[config.mk]
export PLATFORM = sky130hd
export DESIGN_NAME = sub72_seq
export DESIGN_NICKNAME = d
export VERILOG_FILES = /design/src/rtl/sub_pkg.sv /design/src/rtl/sub24_slice.sv /design/src/rtl/sub72_seq.sv
export SDC_FILE = /design/constraint.sdc
export NUM_CORES = 1
export LEC_CHECK = 0
export CAP_MARGIN = 20
export CORE_ASPECT_RATIO = 2
export CORE_UTILIZATION = 30
export CTS_BUF_LIST = sky130_fd_sc_hd__clkbuf_8
export DETAILED_ROUTE_END_ITERATION = 10
export PLACE_DENSITY_LB_ADDON = 0.08
export SYNTH_ARGS = -nofsm -noshare
export SYNTH_HDL_FRONTEND = slang
export SYNTH_SLANG_ARGS = --single-unit
[constraint.sdc]
create_clock -name clk -period 4.6 [get_ports clk]
set_input_delay 0.92 -clock clk [delete_from_list [all_inputs] [get_ports clk]]
set_output_delay 0.92 -clock clk [all_outputs]
set_load 0.05 [all_outputs]
[src/rtl/sub_pkg.sv]
// Shared constants and state encoding for the sliced 72-bit subtractor.
package sub_pkg;

  localparam int SLICE_W = 24;
  localparam int NSLICE  = 3;
  localparam int W       = SLICE_W * NSLICE;

  typedef enum logic [2:0] {
    IDLE = 3'd0,
    SL0  = 3'd1,
    SL1  = 3'd2,
    SL2  = 3'd3,
    DONE = 3'd4
  } state_e;

endpackage

[src/rtl/sub24_slice.sv]
// One combinational subtract slice: d = a - b - bin, bout set when the slice borrows.
module sub24_slice
  import sub_pkg::*;
(
  input  logic [SLICE_W-1:0] a_i,
  input  logic [SLICE_W-1:0] b_i,
  input  logic               bin_i,
  output logic [SLICE_W-1:0] d_o,
  output logic               bout_o
);

  logic [SLICE_W:0] sum;

  // a + ~b + ~bin: the carry out of this sum is the inverse of the borrow out.
  always_comb begin
    sum    = {1'b0, a_i} + {1'b0, ~b_i} + {{SLICE_W{1'b0}}, ~bin_i};
    d_o    = sum[SLICE_W-1:0];
    bout_o = ~sum[SLICE_W];
  end

endmodule

[src/rtl/sub72_seq.sv]
// Multi-cycle 72-bit subtractor: one 24-bit slice per clock, LSB first, borrow carried
// between slices in a register, behind valid/ready operand and result ports.
module sub72_seq
  import sub_pkg::*;
(
  input  logic         clk,
  input  logic         rst_n,
  input  logic [W:1]   A,
  input  logic [W:1]   B,
  input  logic         b0,
  input  logic         in_valid,
  output logic         in_ready,
  output logic [W:1]   D,
  output logic         b72,
  output logic         zx,
  output logic         out_valid,
  input  logic         out_ready,
  output logic [2:0]   dbg_state_o
);

  // Handshake: a transfer happens on a rising edge where valid and ready are both high.
  // The producer holds its payload stable while valid is high and ready is low; this
  // block holds out_valid/D/b72/zx in DONE until out_ready, and takes operands only
  // when in_ready is high (IDLE, or DONE while the result is being consumed).

  state_e           state_q;
  logic [W:1]       a_q;
  logic [W:1]       b_q;
  logic             borrow_q;
  logic [W:1]       d_q;
  logic             b72_q;
  logic             zx_q;
  logic             out_valid_q;

  logic [SLICE_W-1:0] a_sl;
  logic [SLICE_W-1:0] b_sl;
  logic [SLICE_W-1:0] sl_d;
  logic               sl_bout;

  always_comb begin
    a_sl = a_q[SLICE_W:1];
    b_sl = b_q[SLICE_W:1];
    case (state_q)
      SL1: begin
        a_sl = a_q[2*SLICE_W:SLICE_W+1];
        b_sl = b_q[2*SLICE_W:SLICE_W+1];
      end
      SL2: begin
        a_sl = a_q[W:2*SLICE_W+1];
        b_sl = b_q[W:2*SLICE_W+1];
      end
      default: ;
    endcase
  end

  sub24_slice u_slice (
    .a_i    (a_sl),
    .b_i    (b_sl),
    .bin_i  (borrow_q),
    .d_o    (sl_d),
    .bout_o (sl_bout)
  );

  always_comb begin
    in_ready = (state_q == IDLE) || ((state_q == DONE) && out_ready);
  end

  always_ff @(posedge clk or negedge rst_n) begin
    if (!rst_n) begin
      state_q     <= IDLE;
      a_q         <= '0;
      b_q         <= '0;
      borrow_q    <= 1'b0;
      d_q         <= '0;
      b72_q       <= 1'b0;
      zx_q        <= 1'b0;
      out_valid_q <= 1'b0;
    end else begin
      case (state_q)
        IDLE: begin
          if (in_valid) begin
            a_q      <= A;
            b_q      <= B;
            borrow_q <= b0;
            state_q  <= SL0;
          end
        end
        SL0: begin
          d_q[SLICE_W:1] <= sl_d;
          borrow_q       <= sl_bout;
          state_q        <= SL1;
        end
        SL1: begin
          d_q[2*SLICE_W:SLICE_W+1] <= sl_d;
          borrow_q                 <= sl_bout;
          state_q                  <= SL2;
        end
        SL2: begin
          d_q[W:2*SLICE_W+1] <= sl_d;
          borrow_q           <= sl_bout;
          b72_q              <= sl_bout;
          // Lower slices are already final, so the zero flag is known as the top slice lands.
          zx_q               <= (sl_d == '0) && (d_q[2*SLICE_W:1] == '0);
          out_valid_q        <= 1'b1;
          state_q            <= DONE;
        end
        DONE: begin
          if (out_ready) begin
            out_valid_q <= 1'b0;
            if (in_valid) begin
              a_q      <= A;
              b_q      <= B;
              borrow_q <= b0;
              state_q  <= SL0;
            end else begin
              state_q <= IDLE;
            end
          end
        end
        default: state_q <= IDLE;
      endcase
    end
  end

  assign D           = d_q;
  assign b72         = b72_q;
  assign zx          = zx_q;
  assign out_valid   = out_valid_q;
  assign dbg_state_o = state_q;

endmodule

# Word level (Yosys, flattened, before mapping)
# Cells that the tools add are included.
[totals]
latchBits = 0
rom_bits = 0
mem_count = 0
word_cells = 52
inputBits = 149
ff_bits = 223
ram_bits = 0
out_inout_bits = 79
[op_classes]
mux = 17
order_cmp = 0
eq_ne = 6
bitwise = 3
n_mul = 0
shifts = 0
reduce_logical = 14
add_sub_neg = 2
n_div = 0
[ops]
columns = ["cell", "count"]
rows = [
  ["72-bit two-way mux", 4],
  ["72-bit one-hot mux with 2 select lines", 2],
  ["24-bit one-hot mux with 2 select lines", 2],
  ["48-bit zero test", 1],
  ["24-bit by 24-bit adder with 25-bit output", 1],
  ["25-bit by 1-bit adder with 25-bit output", 1],
  ["24-bit zero test", 1],
  ["24-bit inverter", 1],
  ["3-bit one-hot mux with 5 select lines", 1],
  ["2-bit AND reduction", 4],
  ["3-bit by 2-bit equality test with 1-bit output (second input constant)", 2],
  ["3-bit two-way mux", 2],
  ["1-bit two-way mux", 4],
  ["2-bit != test (second input constant)", 2],
  ["2-bit nonzero test", 2],
  ["3-bit by 1-bit equality test with 1-bit output (second input constant)", 1],
  ["3-bit equality test (second input constant)", 1],
  ["3-bit zero test", 1],
  ["1-bit one-hot mux with 3 select lines", 1],
  ["3-bit nonzero test", 1],
  ["3-bit OR reduction", 1],
  ["1-bit logical AND", 2],
  ["1-bit inverter", 2],
  ["1-bit one-hot mux with 2 select lines", 1],
  ["1-bit logical OR", 1],
]

# Longest topological paths before layout
# Gate-level depths: netlist of run 1.
[depth]
depth_word = 7
ltp_mapped = 18
depth_no_buf = 14

# By module
# Synthesis of run 1 repeated with hierarchy kept, for this count alone.
[unflattened]
cells_unflattened = 873
area_unflattened_um2 = 11085.6
[modules_own_cells]
columns = ["module", "instances", "seq_area_each_um2", "area_per_inst_um2", "cells_each"]
rows = [
  ["sub72_seq", 1, 5580.4, 9713.1, 672],
  ["sub24_slice", 1, 0.0, 1372.6, 201],
]

# Worst setup path before layout of run 1
# Ideal clock, no wire load.
[synth_timing]
path_type = "flip-flop to flip-flop"
from = "reg state_q[1], in the netlist dbg_state_o[1]"
to = "reg zx_q, in the netlist zx"
arrival_time_ns = 4.231
path_slack_ns = 0.302
synth_period_minus_slack_ns = 4.298
required_time_ns = 4.534
setup_ns = 0.066
path_buffers = 4
path_stages_with_launch = 18
path_cell_list = "dfrtp_1 > clkbuf_1 > nand2b_1 > clkbuf_1 > clkbuf_1 > buf_1 > a21oi_1 > fa_1 > fa_1 > a21o_1 > a311o_1 > o211ai_2 > nand2_2 > xnor2_1 > nand3_2 > nor4b_2 > and4_1 > a41o_1"
[synth_via]
elab_chain_cells = 7
word_cells_on_any_way = 9
cone_classes = "add/sub (2); eq/ne (2); mux (2); bitwise (1); reduce/logical (2)"
[synth_rtl]
columns = ["item", "line_no", "text"]
rows = [
  ["start, declared", "sub72_seq.sv:26", "state_e state_q;"],
  ["start signal, assigned", "sub72_seq.sv:70", "state_q <= IDLE;"],
  ["start signal, assigned", "sub72_seq.sv:85", "state_q <= SL0;"],
  ["start signal, assigned", "sub72_seq.sv:91", "state_q <= SL1;"],
  ["3-bit by 2-bit equality test with 1-bit output, on equally long branches", "sub72_seq.sv:43, sub72_seq.sv:79", ""],
  ["24-bit one-hot mux with 2 select lines", "sub72_seq.sv:43", "case (state_q)"],
  ["24-bit inverter", "sub24_slice.sv:16", "sum = {1'b0, a_i} + {1'b0, ~b_i} + {{SLICE_W{1'b0}}, ~bin_i};"],
  ["24-bit by 24-bit adder with 25-bit output", "sub24_slice.sv:16", ""],
  ["25-bit by 1-bit adder with 25-bit output", "sub24_slice.sv:16", ""],
  ["24-bit zero test", "sub72_seq.sv:103", "zx_q <= (sl_d == '0) && (d_q[2*SLICE_W:1] == '0);"],
  ["1-bit logical AND", "sub72_seq.sv:103", ""],
  ["end signal, assigned", "sub72_seq.sv:103", ""],
  ["end, declared", "sub72_seq.sv:32", "logic zx_q;"],
]
# Several ways; a longest one is shown, not always the timed one.
# A chain may end at the register's enable or synchronous reset.

# Worst setup path after layout of run 1
[layout_timing]
from = "reg state_q[1], in the netlist dbg_state_o[1]"
to = "reg zx_q, in the netlist zx"
[layout_via]
elab_chain_cells = 7
word_cells_on_any_way = 9
cone_classes = "add/sub (2); eq/ne (2); mux (2); bitwise (1); reduce/logical (2)"
[layout_rtl]
columns = ["item", "line_no", "text"]
rows = [
  ["3-bit by 2-bit equality test with 1-bit output", "sub72_seq.sv:43", ""],
  ["24-bit one-hot mux with 2 select lines", "sub72_seq.sv:43", ""],
  ["24-bit inverter", "sub24_slice.sv:16", ""],
  ["24-bit by 24-bit adder with 25-bit output (*)", "sub24_slice.sv:16", ""],
  ["25-bit by 1-bit adder with 25-bit output (*)", "sub24_slice.sv:16", ""],
  ["named net sl_d[1]", "sub72_seq.sv:37", "logic [SLICE_W-1:0] sl_d;"],
  ["24-bit zero test (*)", "sub72_seq.sv:103", ""],
  ["1-bit logical AND (*)", "sub72_seq.sv:103", ""],
]
# Mark *: on every way through the listed nets, which the timed path passes. The rest lies on a longest branch.

==> run_results.csv, run 1 <==
group,metric,value,unit
yosys,netlist_top_cells_count,"dfrtp_1 (223), mux2_2 (150), nand2_1 (111), o21ai_0 (95), mux2i_1 (48)",
setup_path,cpPeakStageDelay,0.60,ns
final_layout,nets,1326,
die,dieArea,36400,µm²
yosys,yosysSeqAreaShare,52.3,%
yosys,avgSynthCellArea,11.5,µm²
setup_path,crit_type,"reg -> reg",
route,firstDrtPassIters,4,
setup_path,path_cells,"nand2b_4 > nand2_1 > o21ai_0 > fa_1 > fa_1 > nor4_1 > nand4_1 > nor4_1 > nand3_1 > and4b_1 > nand4b_1 > nor4b_2 > and4_1 > a41o_1",
timing,rsz0062_at_grt,"false",
setup_path,start_kind,"register",
global_routing,met2_usage,33.1,%
cts,clock_latency,0.54,ns
yosys,synth_area_leaders,"dfrtp_1 (52%), mux2_2 (16%), mux2i_1 (4.5%), o21ai_0 (4.5%), nand2_1 (3.9%)",
die,core-area,35100,µm²
yosys,async_flop_share,100,%
setup_path,setup.worst_path.end_class,"register",
cts,cts_buffers,35,
timing,hold_viol_final,0,
yosys,netlist_instances,925,
cts,clk_path_buf_depth,3,
route,routed_wl,32.0,mm
timing,slew_violations,0,
global_routing,grt_overflow,0,
setup_path,r2r_cells,14,
setup_path,crit_family,"simple AND/OR/NAND/NOR gates",
route,post_drt_via_cell_ratio,4.81,
cts,hold_buffers,0,
yosys,synth_edf_count,0,
yosys,yosys_warnings,0,
timing,fmax,0.246,GHz
setup_path,rr_startpoint,"dbg_state_o[1]",
final_layout,drive_gt1_share,21.0,%
place,dp.cells,1560,
yosys,synth_area,10700,µm²
cts,post-cts-setup-buffers,0,
global_routing,antenna_found_initial,1,
die,io_pins,228,
final_layout,stdcell_count,1619,
place,place.gp.congestion,0.832,
die,rows,97,
die,start_util,30.4,%
yosys,synth_nets,1099,
place,numPortBuffers,227,
yosys,yosysUniqueCellTypes,66,
route,ant_nets,0,
cts,path_clk_slew,0.07,ns
place,hpwl,23.9,mm
setup_path,crit_fanout,12,
global_routing,grt_max_degree,100,
yosys,ys.flop_type,"dfrtp_1",
yosys,post-synth-top-count-cell,"dfrtp_1",
timing,relSlewSlack,46.3,%
global_routing,busiest_layer,"met2",
timing,setup_violations,0,
global_routing,grt_pass1_vias,8244,
route,via_count,7789,
run,cap_violations,0,
route,drt_iter0_drc,287,
timing,hold_ws,0.431,ns
global_routing,grt_pass1_wl,49.1,mm
cts,cts_sinks,223,
timing,timing.final.crit_period,4.06,ns
global_routing,use_met1,20.6,%
die,die_width,135,µm
timing,worstMarginPinSlew,0.806,ns
status,status,"complete, no violations",
final_layout,nFillCells,3466,
die,fp.dieH,269,µm
route,wire_per_inst,19.7,µm
cts,post_cts_resized,0,
final_layout,syn2layout_area_growth,32.6,%
setup_path,worst_r2r_endpoint,"zx",
global_routing,grtUsageMet3,3.08,%
timing,fin_skew,0.0169,ns
setup_path,critPathSlowestCell,"dfrtp_1",
worst_hold_path,min_path_type,"in -> async",
setup_path,cp.arrival,4.54,ns
timing,finalSetupTns,0,ns
timing,fin_crit_sh,88.2,%
setup_path,crit_buf_inv,0,
yosys,synth_top_area_cell,"dfrtp_1",
route,route.detailed.drc,0,
yosys,yosys.area.top_type_share,52.3,%
yosys,ys_seq_elements,223,
cts,cts_tree,"built",
setup_path,critPathRequiredTime,5.08,ns
setup_path,regToRegSetupSlack,0.54,ns
cts,htree_levels,2,
global_routing,track_usage,18.1,%
cts,cts_root_buf,"clkbuf_8",
## placed cells by master (no fill, tap or decap), types with 14 or more instances in the layout
cell,instances
nand2_1,110
dfrtp_1,222
ha_1,23
inv_1,15
buf_4,14
nor2_1,36
a21oi_1,43
clkbuf_8,45
mux2i_1,48
o21ai_0,95
clkdlybuf4s50_1,226
mux2_2,150
## worst max-delay path by stage
| stage | startpoint | to | slack (ns) | depth (start not counted) |
|---|---|---|---|---|
| final | dbg_state_o[1] | zx | 0.54 | 14 |
| after global routing | dbg_state_o[1] | zx | 0.29 | 14 |
| after CTS | dbg_state_o[1] | zx | 0.51 | 14 |
| after detailed placement | dbg_state_o[1] | zx | 0.55 | 14 |
| after global placement | dbg_state_o[1] | zx | 0.64 | 15 |
| after floorplan | dbg_state_o[1] | zx | 0.30 | 17 |
## cell type report
class	instances	area, µm²	area share [%]
clock inverters	13	56.3	0.398
inverters	6	22.5	0.159
clock buffers	45	619	4.38
multi-input cells	640	4820	34.1
well taps	445	557	3.94
diodes	1	2.50	0.0177
flip-flops and latches	223	5580	39.5
repair buffers	246	2480	17.5
## worst register-to-register path, delay by kind of cell, from the launching register on
family                   cells  cell delay, ns
flip-flops                   1            0.60
adder cells (fa/ha/maj)      2            1.01
AND/OR/NAND/NOR             10            2.12
AO/OA/AOI/OAI                2            0.27
## per-layer routing
layer	vias to the layer above	share of wire (%)
met5	-	0
li1	3741	-
met1	3751	39
met2	228	53
met3	69	4.4
met4	0	3.4
## cells by family after synthesis
group	Yosys count	synth area share, %
compound gates	191	11.0
fa+ha+maj	25	3.07
simple gates	205	8.73
flops	223	52.3
buf+inv	62	2.63
xor+xnor	21	1.97
mux	198	20.3
## sequential cells by signal, summed over array words and instances, names as in the netlist
register and flops:
D 72, a_q 72, b_q 72, dbg_state_o 3, b72 1, borrow_q 1
out_valid 1, zx 1
## metrics by stage
step	area [µm²]	setup slack (ns)	utilization, %
floorplan	10700	0.302	-
global placement	13500	0.642	38.4
detailed placement	13500	0.547	38.4
CTS	14100	0.509	40.3
global route	14100	0.287	40.3
finish	14100	0.541	40.3
Power of run 1 is left out: the tool's default activity adds up to more than one toggle a clock period on the data nets, which glitch-free logic cannot reach.
==> run 2: changes to the inputs <==
==> constraint.sdc (replaced) <==
create_clock -name clk -period 4.6 [get_ports clk]
set_input_delay 0.69 -clock clk [delete_from_list [all_inputs] [get_ports clk]]
set_output_delay 0.69 -clock clk [all_outputs]
set_load 0.05 [all_outputs]
==> run_results.csv, run 2 (synthesis gave the netlist of run 1 again) <==
group,metric,value,unit
cts,cts_sinks,223,
setup_path,regToRegSetupSlack,0.60,ns
die,start_util,30.4,%
die,rows,97,
timing,worstMarginPinSlew,0.934,ns
place,numPortBuffers,227,
setup_path,rr_startpoint,"dbg_state_o[1]",
worst_hold_path,min_path_type,"in -> async",
place,hpwl,23.9,mm
setup_path,r2r_cells,15,
cts,cts_root_buf,"clkbuf_8",
die,fp.dieH,269,µm
timing,timing.final.crit_period,4.00,ns
global_routing,antenna_found_initial,1,
timing,fin_skew,0.0248,ns
setup_path,critPathCapture,"zx",
cts,htree_levels,2,
cts,cts_buffers,36,
final_layout,multiInputGateArea,4820,µm²
cts,cts_tree,"built",
global_routing,grt_pass1_wl,48.4,mm
die,core-area,35100,µm²
timing,fin_crit_sh,87.1,%
route,wire_per_inst,19.6,µm
setup_path,crit_fanout,12,
timing,setup_violations,0,
die,io_pins,228,
status,status,"complete, no violations",
cts,hold_buffers,0,
timing,fmax,0.250,GHz
cts,post-cts-setup-buffers,0,
route,ant_nets,0,
die,die_width,135,µm
setup_path,setup.worst_path.end_class,"register",
timing,relSlewSlack,37.1,%
timing,finalSetupTns,0,ns
route,routed_wl,31.7,mm
cts,clock_latency,0.55,ns
final_layout,drive_gt1_share,20.7,%
setup_path,critPathRequiredTime,5.08,ns
die,dieArea,36400,µm²
final_layout,final_common_cell,"clkdlybuf4s50_1",
global_routing,track_usage,17.9,%
final_layout,layout_common_cells,"clkdlybuf4s50_1 (226), dfrtp_1 (222), mux2_2 (150)",
global_routing,grt_max_degree,105,
route,route.detailed.drc,0,
cts,clk_path_buf_depth,3,
final_layout,syn2layout_area_growth,32.8,%
timing,slew_violations,0,
place,place.gp.congestion,0.837,
timing,hold_viol_final,0,
route,firstDrtPassIters,5,
final_layout,nets,1327,
cts,post_cts_resized,0,
route,via_count,7776,
route,post_drt_via_cell_ratio,4.79,
setup_path,cp.arrival,4.49,ns
final_layout,nFillCells,3498,
setup_path,crit_start,"dbg_state_o[1]",
global_routing,grt_pass1_vias,8216,
timing,rsz0062_at_grt,"false",
cts,path_clk_slew,0.07,ns
run,cap_violations,0,
setup_path,worst_r2r_endpoint,"zx",
global_routing,grt_overflow,0,
setup_path,crit_type,"reg -> reg",
route,drt_iter0_drc,323,
setup_path,start_kind,"register",
final_layout,final-seq-area,5580,µm²
-- run 2: changes by cell type in the layout (fill, tap and decap cells not counted) --
| cell | before | now |
|---|---|---|
| clkbuf_8 | 45 | 42 |
| buf_12 | 5 | 4 |
| bufinv_16 | 0 | 2 |
| inv_1 | 15 | 20 |
| clkinvlp_4 | 1 | 0 |
| buf_4 | 14 | 15 |
-- run 2: worst min-delay path by stage --
stage | start | endpoint | slack (ns) | cells past startpoint
3_5_place_dp | D[69] | D[69] | 0.47 | 2
5_1_grt | rst_n | D[56] | 0.22 | 1
4_1_cts | rst_n | D[56] | 0.20 | 1
6_report | rst_n | D[56] | 0.14 | 1
3_3_place_gp | D[57] | D[57] | 0.46 | 2
2_1_floorplan | rst_n | D[10] | 0.39 | 0
-- run 2: critical path, cell delays in order (launching register included) --
cell and delay, ns:
dfrtp_1 0.58, nand2b_4 0.14, nand2_1 0.08, o21ai_0 0.12, fa_1 0.47, fa_1 0.43, a21o_1 0.23, a21oi_1 0.24
xor2_1 0.22, buf_4 0.17, nand3_1 0.07, and4b_1 0.29, nand4b_1 0.12, nor4b_2 0.36, and4_1 0.24, a41o_1 0.16
-- run 2: per-layer routing --
metal / vias up / GRT usage (%) / share of wire [%]
li1: 3753 / - / -
met1: 3738 / 19.8 / 38
met2: 221 / 32.7 / 53
met3: 64 / 3.55 / 4.8
met4: 0 / 8.14 / 3.9
met5: - / 0 / 0
-- run 2: per-stage QoR --
stage	setup slack [ns]	utilization, %	area [µm²]	hold WS, ns	instances
after global placement	0.628	38.4	13500	0.464	1560
final	0.595	40.4	14200	0.143	1622
after global routing	0.349	40.4	14200	0.215	1622
after detailed placement	0.609	38.4	13500	0.473	1560
after floorplan	0.302	-	10700	0.394	925
after CTS	0.573	40.4	14200	0.195	1621
-- run 2: final cells by class --
| type | instances | area share (%) |
|---|---|---|
| repair buffers | 246 | 17.4 |
| multi-input cells | 640 | 34.0 |
| diodes | 1 | 0.0177 |
| inverters | 6 | 0.159 |
| well taps | 445 | 3.93 |
| clock buffers | 42 | 4.08 |
| flip-flops and latches | 223 | 39.4 |
| clock inverters | 19 | 0.901 |
Power of run 2 is left out for the same reason.
==> run 3: changes to the inputs <==
CAP_MARGIN = not set   (was 20)
CELL_PAD_IN_SITES_DETAIL_PLACEMENT = 1   (was not set)
CELL_PAD_IN_SITES_GLOBAL_PLACEMENT = 2   (was not set)
REMOVE_ABC_BUFFERS = 1   (was not set)
==> run_results.csv, run 3 (synthesis gave the netlist of run 1 again) <==
group,metric,value,unit
status,status,"complete, no violations",
global_routing,grt_max_degree,98,
route,via_count,7910,
place,numPortBuffers,227,
cts,cts_tree,"built",
timing,fmax,0.247,GHz
route,firstDrtPassIters,4,
cts,post-cts-setup-buffers,0,
die,core-area,35100,µm²
setup_path,cp.arrival,4.55,ns
global_routing,grt_overflow,0,
place,place.gp.congestion,0.778,
die,start_util,30.4,%
die,io_pins,228,
route,drt_iter0_drc,202,
timing,rsz0062_at_grt,"false",
cts,post_cts_resized,0,
timing,fin_crit_sh,88.1,%
cts,clk_path_buf_depth,3,
setup_path,critPathRequiredTime,5.09,ns
cts,hold_buffers,0,
global_routing,antenna_found_initial,2,
cts,htree_levels,2,
setup_path,rr_startpoint,"dbg_state_o[2]",
cts,cts_buffers,37,
setup_path,path_cells,"nand2b_4 > o21ai_0 > fa_1 > fa_1 > nor4_1 > nand4_1 > nor4_1 > nand3_1 > and4b_1 > nand4b_1 > nor4b_2 > and4_1 > a41o_1",
final_layout,nets,1330,
timing,timing.final.crit_period,4.05,ns
setup_path,start_kind,"register",
setup_path,setup.worst_path.end_class,"register",
place,dp_slack,0.496,ns
die,die_width,135,µm
timing,relSlewSlack,42.1,%
setup_path,crit_fanout,14,
die,rows,97,
timing,slew_violations,0,
final_layout,multiInputGateArea,4820,µm²
timing,fin_ws,0.549,ns
die,dieArea,36400,µm²
cts,path_clk_slew,0.06,ns
setup_path,r2r_cells,13,
final_layout,nFillCells,3830,
run,cap_violations,0,
route,ant_nets,0,
timing,fin_skew,0.0178,ns
place,hpwl,24.1,mm
route,post_drt_via_cell_ratio,4.87,
setup_path,worst_r2r_endpoint,"zx",
timing,setup_violations,0,
worst_hold_path,min_path_type,"in -> async",
route,route.detailed.drc,0,
final_layout,final_common_cell,"clkdlybuf4s50_1",
setup_path,cpPeakStageDelay,0.56,ns
cts,cts_root_buf,"clkbuf_8",
setup_path,crit_type,"reg -> reg",
cts,cts_sinks,223,
timing,hold_viol_final,0,
global_routing,grt_pass1_vias,8772,
timing,hold_ws,0.183,ns
timing,worstMarginPinSlew,0.861,ns
setup_path,regToRegSetupSlack,0.55,ns
final_layout,final-seq-area,5580,µm²
setup_path,crit_buf_inv,0,
setup_path,crit_family,"simple AND/OR/NAND/NOR gates",
route,routed_wl,32.5,mm
final_layout,drive_gt1_share,21.3,%
global_routing,grt_pass1_wl,50.8,mm
setup_path,critPathSlowestCell,"fa_1",
final_layout,syn2layout_area_growth,32.9,%
global_routing,track_usage,18.7,%
route,wire_per_inst,20.0,µm
cts,clock_latency,0.55,ns
final_layout,layout_common_cells,"clkdlybuf4s50_1 (226), dfrtp_1 (222), mux2_2 (150)",
die,fp.dieH,269,µm
[run 3: routing by layer]
layer  vias up  global-route usage (%)  share of wire [%]
met3        61                    2.80                3.6
met5         -                       0                  0
li1       3741                       -                  -
met4         0                    8.05                3.8
met1      3921                    20.1                 37
met2       187                    35.6                 55
[run 3: through the flow]
step / setup TNS [ns] / std cells / utilization (%) / area (µm²)
2_1_floorplan: -284.10 / 869 / - / 10400
3_3_place_gp: 0 / 1562 / 38.4 / 13500
3_5_place_dp: 0 / 1562 / 38.4 / 13500
4_1_cts: 0 / 1622 / 40.4 / 14200
5_1_grt: 0 / 1624 / 40.4 / 14200
6_report: 0 / 1624 / 40.4 / 14200
[run 3: worst max path at each step]
stage,startpoint,end,cells after the start,slack [ns]
after CTS,dbg_state_o[2],zx,13,0.47
after floorplan,dbg_state_o[0],a_q[10],4,-1.86
after global routing,dbg_state_o[2],zx,13,0.29
after global placement,dbg_state_o[2],zx,14,0.50
after detailed placement,dbg_state_o[2],zx,13,0.50
final,dbg_state_o[2],zx,13,0.55
[run 3: area by class of cell]
type,instances,area share (%)
antenna,2,0.0353
clock buffer,44,4.27
clock inverter,16,0.688
inverter,6,0.159
multi-input combinational,640,34.0
sequential,223,39.4
tap,445,3.93
timing repair buffer,248,17.5
Power of run 3 is left out for the same reason.
